<file path="config.mk">
export PLATFORM = sky130hd
export DESIGN_NAME = rtlpconfig_bank
export DESIGN_NICKNAME = d
export VERILOG_FILES = /design/src/rtl/rtlpconfig_bank.sv
export SDC_FILE = /design/constraint.sdc
export NUM_CORES = 1
export LEC_CHECK = 0
export BUFFER_PORTS_ARGS = -buffer_cell sky130_fd_sc_hd__buf_4
export CAP_MARGIN = 0
export CELL_PAD_IN_SITES_DETAIL_PLACEMENT = 0
export CELL_PAD_IN_SITES_GLOBAL_PLACEMENT = 2
export CORE_MARGIN = 10
export CORE_UTILIZATION = 22
export CTS_CLUSTER_DIAMETER = 60
export CTS_CLUSTER_SIZE = 8
export DETAILED_ROUTE_END_ITERATION = 6
export HOLD_SLACK_MARGIN = 0.15
export PLACE_DENSITY_LB_ADDON = 0.1
export SETUP_SLACK_MARGIN = 0.15
export SYNTH_ARGS = -nofsm -noshare
export SYNTH_HDL_FRONTEND = slang
export SYNTH_SLANG_ARGS = --single-unit
</file>
<file path="constraint.sdc">
create_clock -name clk -period 0.95 [get_ports clk]
set_input_delay 0.19 -clock clk [delete_from_list [all_inputs] [get_ports clk]]
set_output_delay 0.19 -clock clk [all_outputs]
set_load 0.03 [all_outputs]
</file>
<file path="src/rtl/rtlpconfig_bank.sv">
// rtlpconfig_bank: register bank with RW/RO/W1C registers, programmable ready latency,
// an address-error flag and a sticky-event interrupt.
module rtlpconfig_bank #(
    parameter int                        WIDTH       = 8,
    parameter int                        NREG        = 4,
    parameter int                        ADDR_W      = 8,
    parameter logic [NREG*WIDTH-1:0]     RESET_VALUE = '0,
    parameter logic [NREG-1:0]           RO_MASK     = '0,
    parameter logic [NREG-1:0]           W1C_MASK    = '0,
    parameter int                        RDY_LAT     = 1
) (
    input  logic                     clk,
    input  logic                     rst,
    input  logic                     upen,
    input  logic                     upws,
    input  logic                     uprs,
    input  logic [ADDR_W-1:0]        upa,
    input  logic [WIDTH-1:0]         updi,
    input  logic [NREG*WIDTH-1:0]    hwsts,
    input  logic [NREG*WIDTH-1:0]    hwevt,
    output logic [NREG*WIDTH-1:0]    out,
    output logic                     uprdy,
    output logic [WIDTH-1:0]         updo,
    output logic                     uperr,
    output logic                     irq
);
    localparam int CW = $clog2(RDY_LAT) + 1;

    typedef enum logic {IDLE, WAIT} state_t;

    state_t                  state;
    logic [CW-1:0]           cnt;
    logic [ADDR_W-1:0]       addr_q;
    logic                    wr_q;
    logic [NREG*WIDTH-1:0]   regs;
    logic [NREG*WIDTH-1:0]   regs_nxt;
    logic [NREG*WIDTH-1:0]   w1c_bits;
    logic [WIDTH-1:0]        rd_val;
    logic [ADDR_W-1:0]       addr;
    logic                    idle;
    logic                    strobe;
    logic                    commit;
    logic                    err;

    assign idle   = state == IDLE;
    assign strobe = upen & (upws | uprs);
    assign commit = idle & strobe & upws;
    // The acknowledge cycle decodes the latched address once the access is in flight.
    assign addr   = idle ? upa : addr_q;
    assign err    = 32'(addr) >= 32'(NREG);
    assign out    = regs;

    always_comb begin
        regs_nxt = regs;
        w1c_bits = '0;
        rd_val   = '0;
        for (int i = 0; i < NREG; i++) begin
            if (32'(addr) == i) rd_val = regs[i*WIDTH +: WIDTH];
            if (RO_MASK[i]) begin
                regs_nxt[i*WIDTH +: WIDTH] = hwsts[i*WIDTH +: WIDTH];
            end else if (W1C_MASK[i]) begin
                w1c_bits[i*WIDTH +: WIDTH] = regs[i*WIDTH +: WIDTH];
                // Event set is OR-ed after the clear so a simultaneous event wins.
                regs_nxt[i*WIDTH +: WIDTH] = (regs[i*WIDTH +: WIDTH] &
                    ~((commit && 32'(upa) == i) ? updi : '0)) | hwevt[i*WIDTH +: WIDTH];
            end else if (commit && 32'(upa) == i) begin
                regs_nxt[i*WIDTH +: WIDTH] = updi;
            end
        end
    end

    always_ff @(posedge clk or negedge rst) begin
        if (!rst) begin
            state  <= IDLE;
            cnt    <= '0;
            addr_q <= '0;
            wr_q   <= 1'b0;
            regs   <= RESET_VALUE;
            uprdy  <= 1'b0;
            updo   <= '0;
            uperr  <= 1'b0;
            irq    <= 1'b0;
        end else begin
            regs  <= regs_nxt;
            irq   <= |w1c_bits;
            uprdy <= 1'b0;
            updo  <= '0;
            uperr <= 1'b0;
            if (idle) begin
                if (strobe) begin
                    addr_q <= upa;
                    wr_q   <= upws;
                    if (RDY_LAT <= 1) begin
                        uprdy <= 1'b1;
                        uperr <= err;
                        updo  <= (upws || err) ? '0 : rd_val;
                    end else begin
                        state <= WAIT;
                        cnt   <= CW'(1);
                    end
                end
            end else if (cnt == CW'(RDY_LAT - 1)) begin
                state <= IDLE;
                cnt   <= '0;
                uprdy <= 1'b1;
                uperr <= err;
                updo  <= (wr_q || err) ? '0 : rd_val;
            end else begin
                cnt <= cnt + CW'(1);
            end
        end
    end
endmodule

</file>
==> parameters.txt, run 1 <==
Parameter                              Value

STA
  Unrepaired setup endpoints after global routing    true
  Total Neg Setup Slack    -13.90 ns
  Number of setup violations in the final report    82
  Worst Clk Skew    0.001555 ns
  Max Fclk    841.3 MHz
  Worst Tran Pin Value    0.5623 ns
  Relative max-transition margin    62.51%
  Final hold violation count    42
  Final hold slack    -0.1230 ns
  Final worst path period share    125.1%
  Total count of max-transition violations in the final report    0
  Final worst setup slack    -0.2387 ns
  Tmin final    approximately 1.2 ns

Synth
  Register bit count reported by yosys    42
  Post-Syn Area per Cell    approximately 16 sq um
  Post-synthesis cell type with the largest combined area    dfrtp_1
  Net count after synthesis    about 200
  Seq/Total Area, Yosys    roughly three fifths
  Warnings from Yosys    0
  Gate count of the mapped netlist    111
  Count of different cell masters after synthesis    18
  Synth Cell Area    about 1800 sq um
  Ranking of synthesized cells by area    dfrtp_1, mux2_2, mux4_2, nor2b_1, nand4_2
  Top-area cell type share of the netlist area    58.09%

Critical path
  Worst-path maximum fanout    5
  FF-to-FF path depth    2
  Arrival time of data at the critical path endpoint    between 1 and 1.5 ns
  Kind of capture point of the worst setup path    register
  WS Path Type    primary input to register
  Kind of start point of the critical path    primary input
  CP required    1.13 ns

Layout
  Final #Nets    314
  Layout cells sized above 1    74.35%
  Commonest cells after routing, fill and taps aside    buf_6, dfrtp_1, buf_4
  Leading cell type in the layout, fill and taps excluded    buf_6
  Number of antenna diodes    0
  Post-synthesis to final-layout area growth    82.78%

Power
  Largest vdd supply drop    0.5048 mV
  Power density over the cells    approximately 1200 nW/um^2
  Pleak    1.629 nW

Floorplanning
  Row Count    33
  Effective utilization at floorplan    22.36%
  Area of the core    8093 sq um
  Ports placed on the boundary    128
  Die W    110.7 microns
  Die Outline Area    12250 sq um
  Chip Height    roughly 110 microns

Placed design
  Quantity of I/O buffers inserted on ports    between 60 and 70
  Gpl congestion    0.7535
  Detailed placer's ending HPWL    4380 microns

Detailed routing
  Vias per Instance    around 4.1
  Antenna-violating nets left    0
  DR iter-0 viols    38
  Overall routed net length    5846 microns
  Via Count    1388
  Mean routed wirelength per cell    ~17 microns
  Drt drc    0
  First-pass iteration count of the detailed router    2

Worst hold path
  Classification of the worst-slack hold path    primary input to asynchronous set/reset pin

Clock tree
  Clock transition at path regs    0.08 ns
  TritonCTS Buffers    5
  CTS sink count    42
  CTS tree    yes
  Clock latency reported for the late side of the worst-skew pair    just under 0.3 ns
  Number of H-tree branching levels    2
  Cell at the root of the clock tree    clkbuf_8
  Buffer levels on the longest clock path    2

GRT
  Wire length of the first global-routing pass    9459 microns
  Overflow left after global routing    0
  GRT Total Usage    9.630%
  Pin count of the biggest net entering global routing    43
  Vias in the first global route    1645
  Initial antenna violation count    0

Job
  MaxCap Viol Count    0

Outcome
  Run status    finished with violations
  Violated checks    hold timing, setup timing
## cells in the mapped netlist
cell type   n
buf_6       1
mux4_2      8
mux2_2     32
and2_0      1
nor4_4      1
dfrtp_1    42
buf_4       2
clkbuf_1    1
and2_1      1
o21a_1      1
nand4_2     3
nor2b_1    11
conb_1      1
nand4_1     1
nor2_1      2
and4_2      1
buf_2       1
a21boi_0    1
## metal layers
layer / wire length (microns) / track usage, % / up-vias
met4: 83 / 3.472 / 0
met2: 2881 / 15.21 / 43
li1: - / - / 640
met3: 327 / 3.571 / 8
met5: 0 / 0 / -
met1: 2554 / 11.69 / 697
## repair_timing
item / in CTS / in global routing
resized for setup: 83 / 9
buffers inserted: 5 / 3
endpoints found under the hold margin: 56 / 54
pin swaps: 1 / 1
endpoints found under the setup margin: 82 / 82
## cell type report
| type | instances | area (sq um) |
|---|---|---|
| Tap cell | 105 | 131.4 |
| Sequential cell | 42 | 1051 |
| Clock inverter | 1 | 30.03 |
| Clock buffer | 7 | 76.32 |
| Multi-Input combinational cell | 64 | 814.5 |
| Timing Repair Buffer | 116 | 1204 |
| Fill cell | 804 | 4786 |
## cells by family after synthesis
logic type             synth area share (%)
AO/OA/AOI/OAI                        0.8302
buffers and inverters                 1.936
flip-flops                            58.09
multiplexers                          29.88
other                                0.2073
AND/OR/NAND/NOR                       9.061
## worst max-delay path: stages
cell     delay, ns
buf_6         0.10
nor4_4        0.34
buf_6         0.18
nand4_4       0.09
buf_6         0.17
mux2_4        0.29
## registers in the layout, summed over array words and instances, names as in the netlist
register,count
out,32
uperr,1
updo,8
uprdy,1
## worst paths after layout
path,from,endpoint,slack [ns]
setup / recovery,upa[6],out[7],-0.24
hold / removal,rst,updo[5],-0.12
setup reg to reg,out[23],updo[7],-0.18
hold reg to reg,out[16],out[16],0.63
max in group asynchronous,rst,uprdy,0.68
min in group clk,upws,uprdy,0.14
## through the flow
step | std cells | setup slack (ns) | total power [mW] | area, sq um | utilization, %
6_report | 335 | -0.2387 | 3.849 | 3307 | 40.86
4_1_cts | 332 | -0.2401 | 3.904 | 3233 | 39.95
2_1_floorplan | 111 | -0.4557 | 2.095 | 1844 | -
3_5_place_dp | 319 | -0.5850 | 2.403 | 2773 | 34.26
5_1_grt | 335 | -0.2794 | 4.030 | 3307 | 40.86
3_3_place_gp | 319 | -0.5517 | 2.394 | 2773 | 34.26
## report_power, final
part / total (mW) / internal, mW / switching (mW) / leakage (nW)
registers: 1.86 / 1.83 / 0.0291 / 0.581
logic: 0.594 / 0.316 / 0.278 / 0.996
clock network: 1.40 / 0.787 / 0.611 / 0.0524
(Power assumes the default switching activity.)
==> run 2: changes to the inputs <==
--- a/config.mk
+++ b/config.mk
@@ -5,18 +5,20 @@
 export SDC_FILE = /design/constraint.sdc
 export NUM_CORES = 1
 export LEC_CHECK = 0
+export ABC_AREA = 1
 export BUFFER_PORTS_ARGS = -buffer_cell sky130_fd_sc_hd__buf_4
 export CAP_MARGIN = 0
 export CELL_PAD_IN_SITES_DETAIL_PLACEMENT = 0
 export CELL_PAD_IN_SITES_GLOBAL_PLACEMENT = 2
 export CORE_MARGIN = 10
-export CORE_UTILIZATION = 22
+export CORE_UTILIZATION = 21
 export CTS_CLUSTER_DIAMETER = 60
 export CTS_CLUSTER_SIZE = 8
 export DETAILED_ROUTE_END_ITERATION = 6
 export HOLD_SLACK_MARGIN = 0.15
 export PLACE_DENSITY_LB_ADDON = 0.1
 export SETUP_SLACK_MARGIN = 0.15
+export SLEW_MARGIN = 20
 export SYNTH_ARGS = -nofsm -noshare
 export SYNTH_HDL_FRONTEND = slang
 export SYNTH_SLANG_ARGS = --single-unit
==> run 2 against run 1 <==
Compared with the run above: the run ends with setup timing left; sequential share of layout area decreased by 4.7 points; highest routed layer unchanged; non-clock buffer count up 9; global-route usage up 0.98 points; sequential cell count unchanged; synthesized area is 18% higher; routed wire length increased by 28%; largest power group unchanged; first-iteration DRC count rose by 32%; critical endpoint is now out[31]; register-to-register slack improved by 0.17 ns; sequential power is essentially flat; power shrank 5.0%.
==> parameters.txt, run 2 <==
Parameter                              Value

Layout
  Post-synthesis to final-layout area growth    82.38%
  Flip-flop count of the largest register, all copies and words added    32 (unchanged)
  Design area    3886 sq um (+18%)
  Number of filler instances in the final layout    1044 (+30%)
  Number of antenna diodes    0 (unchanged)
  Count of placed standard cells in the final layout, fillers left out    473 (+41%)
  Leading cell type in the layout, fill and taps excluded    buf_6
  Final #Nets    426 (+36%)
  Layout cells sized above 1    63.82% (-11 points)
  Commonest cells after routing, fill and taps aside    buf_6, buf_4, dfrtp_1

Synth
  Warnings from Yosys    0 (unchanged)
  Net count after synthesis    302 (+54%)
  Seq/Total Area, Yosys    49.32% (-8.8 points)
  Largest family of logic cells by synthesized area    simple AND/OR/NAND/NOR gates
  Post-Syn Area per Cell    9.819 sq um (-40%)
  Synth Cell Area    2131 sq um (+18%)
  Post-synthesis mux area share    0% (-30 points)
  Count of different cell masters after synthesis    22 (+4)
  Post-synth EDFFs    0 (unchanged)
  Register bit count reported by yosys    42 (unchanged)
  Share of synthesized cell area in and, or, nand and nor gates    26.37% (+17 points)
  Top cells by instance count after synthesis    nand2_1, dfrtp_1, o21ai_2
  Gate count of the mapped netlist    217 (+95%)
  Compound-gate portion of the synthesized area    16.62% (+16 points)
  Ranking of synthesized cells by area    dfrtp_1, o21ai_2, nand2_1, buf_6, nor2_8
  Cell with the most instances after synthesis    nand2_1
  Post-synthesis cell type with the largest combined area    dfrtp_1
  Most used flip-flop cell after synthesis    dfrtp_1
  Adder and majority cell fraction of the synthesized area    0% (unchanged)
  Synth async-reset ratio    100.0% (unchanged)
  Top-area cell type share of the netlist area    49.32% (-8.8 points)
  Post-synthesis xor/xnor area fraction    0% (unchanged)

Power
  Pleak    1.811 nW (+11%)
  Largest vdd supply drop    0.4559 mV (-9.7%)
  Portion of total power attributed to combinational logic    17.7% (+2.3 points)
  Fraction of power spent switching nets    26.59% (+2.7 points)
  Internal power contribution    2.684 mW (-8.4%)
  Sequential power share    50.8% (+2.5 points)
  Total net switching power    971.9 uW (+5.9%)
  Power density over the cells    940.7 nW/um^2 (-19%)
  Pwr Total    3.656 mW (-5.0%)
  Clk network pwr share    31.5% (-4.8 points)

Worst hold path
  Hold Crit Depth    3
  Classification of the worst-slack hold path    primary input to register
  Hold-critical path endpoint    out[23]
  Hold Path Origin    updi[7]

Critical path
  Worst r2r src    out[1]
  Slack of the worst reg-to-reg path    -0.01 ns (+0.17 ns)
  Worst-path maximum fanout    3 (-2)
  Kind of capture point of the worst setup path    output port
  WS Path Type    register to output port
  Number of logic stages on the critical path including buffering    1 (-5)
  Library cell contributing the largest single delay on the critical path    dfrtp_1
  Kind of cell adding the most delay to the critical path    flip-flops
  CP required    0.76 ns (-0.37 ns)
  Crit path buf inv count    1 (-2)
  Worst reg2reg endpoint    updo[1]
  Arrival time of data at the critical path endpoint    0.86 ns (-0.51 ns)
  FF-to-FF path depth    5 (+3)
  Delay of the slowest critical-path stage    0.42 ns (+0.08 ns)
  Crit-path cells    buf_6
  Kind of start point of the critical path    register

Placed design
  Gpl congestion    0.7693 (+2.1%)
  Quantity of I/O buffers inserted on ports    62 (unchanged)
  Cell Area, Placed    2935 sq um (+5.9%)
  Placed cell count    424 (+33%)
  Detailed placer's ending HPWL    5270 microns (+20%)
  Pre-CTS setup slack    -0.4214 ns (+0.1636 ns)

Clock tree
  Number of H-tree branching levels    2 (unchanged)
  Buffer levels on the longest clock path    2 (unchanged)
  TritonCTS Buffers    5 (unchanged)
  CTS sink count    42 (unchanged)
  CTS tree    yes
  Clock transition at path regs    0.08 ns (about the same)
  Clock latency reported for the late side of the worst-skew pair    0.28 ns (about the same)
  Cell at the root of the clock tree    clkbuf_8

Detailed routing
  Overall routed net length    7508 microns (+28%)
  Vias per Instance    4.061 (-2.0%)
  Via Count    1921 (+38%)
  First-pass iteration count of the detailed router    4 (+2)
  DR iter-0 viols    50 (+32%)
  Drt drc    0 (unchanged)
  Antenna-violating nets left    0 (unchanged)
  Mean routed wirelength per cell    15.87 microns (-9.0%)

STA
  Total Neg Setup Slack    -3.594 ns (+10.31 ns)
  Final worst path period share    111.0% (-14 points)
  Tmin final    1.054 ns (-0.1346 ns)
  Final hold violation count    0 (-100%)
  Final worst setup slack    -0.1041 ns (+0.1346 ns)
  Max Fclk    948.7 MHz (+13%)
  Number of setup violations in the final report    69 (-16%)
  Total count of max-transition violations in the final report    0 (unchanged)
  Unrepaired setup endpoints after global routing    true
  Worst Clk Skew    0.001909 ns (+0.0003539 ns)

GRT
  GRT Total Usage    10.61% (+0.98 points)
  Initial antenna violation count    0 (unchanged)
  Vias in the first global route    2128 (+29%)
  Overflow left after global routing    0 (unchanged)
  Wire length of the first global-routing pass    12080 microns (+28%)
  Pin count of the biggest net entering global routing    18 (-58%)

Job
  MaxCap Viol Count    0 (unchanged)

Floorplanning
  Row Count    36 (+9.1%)
  Effective utilization at floorplan    21.70% (-0.66 points)
  Die W    120.7 microns (+9.1%)
  Ports placed on the boundary    128 (unchanged)
  Area of the core    9819 sq um (+21%)
  Chip Height    120.7 microns (+9.1%)
  Die Outline Area    14580 sq um (+19%)

Outcome
  Violated checks    setup timing
  Run status    finished with violations
run 2: cell count changes after synthesis, moves of 10 or more:
cell,change
inv_1,+15
nand3_1,+10
nor2b_1,-11
a21oi_1,+11
mux2_2,-32
nand2_1,+53
o21ai_2,+25
run 2: logic make-up after synthesis:
logic type,after synthesis
compound gates,52
simple gates,94
other cells,1
flops,42
buf+inv,28
run 2: layout make-up:
type / count / area (sq um) / area share, %
inverter: 19 / 73.82 / 1.900
tap: 133 / 166.4 / 4.282
clock buffer: 6 / 82.58 / 2.125
sequential: 42 / 1051 / 27.04
timing repair buffer: 125 / 1325 / 34.10
multi-input combinational: 148 / 1187 / 30.55
run 2: worst max path at each step:
stage               startpoint  slack [ns]  endpoint
floorplan               upa[0]       -0.20    out[6]
CTS                    out[31]       -0.13   out[31]
finish                 out[31]       -0.10   out[31]
detailed placement      upa[5]       -0.42   out[27]
global route            out[0]       -0.14    out[0]
global placement        upa[5]       -0.40   out[26]
run 2: power by group through the flow:
stage	logic, mW	clock network, mW	registers (mW)
5_1_grt	0.701	1.25	1.86
2_1_floorplan	0.160	0	1.97
4_1_cts	0.648	1.21	1.86
3_5_place_dp	0.507	0	1.89
6_report	0.646	1.15	1.86
3_3_place_gp	0.508	0	1.89
run 2: timing repair:
item,CTS,global route
buffers inserted,32,1
endpoints found under the setup margin,82,82
pin swaps,19,11
gates resized for setup,112,18
cloned,3,1
hold buffers,6,0
hold endpoints to repair,47,0
run 2: metal layers:
| layer | vias up | part of all wire (%) | track usage [%] |
|---|---|---|---|
| li1 | 964 | - | - |
| met1 | 919 | 45 | 13.63 |
| met2 | 36 | 50 | 17.54 |
| met3 | 2 | 3.7 | 2.652 |
| met4 | 0 | 0.59 | 2.262 |
| met5 | - | 0 | 0 |
run 2: per-stage QoR:
stage               hold slack [ns]  util, %
finish                       0.2229    39.58
global route                 0.2362    39.58
CTS                          0.2097    38.49
detailed placement          0.08405    29.89
global placement            0.08359    29.89
floorplan                   -0.1056        -
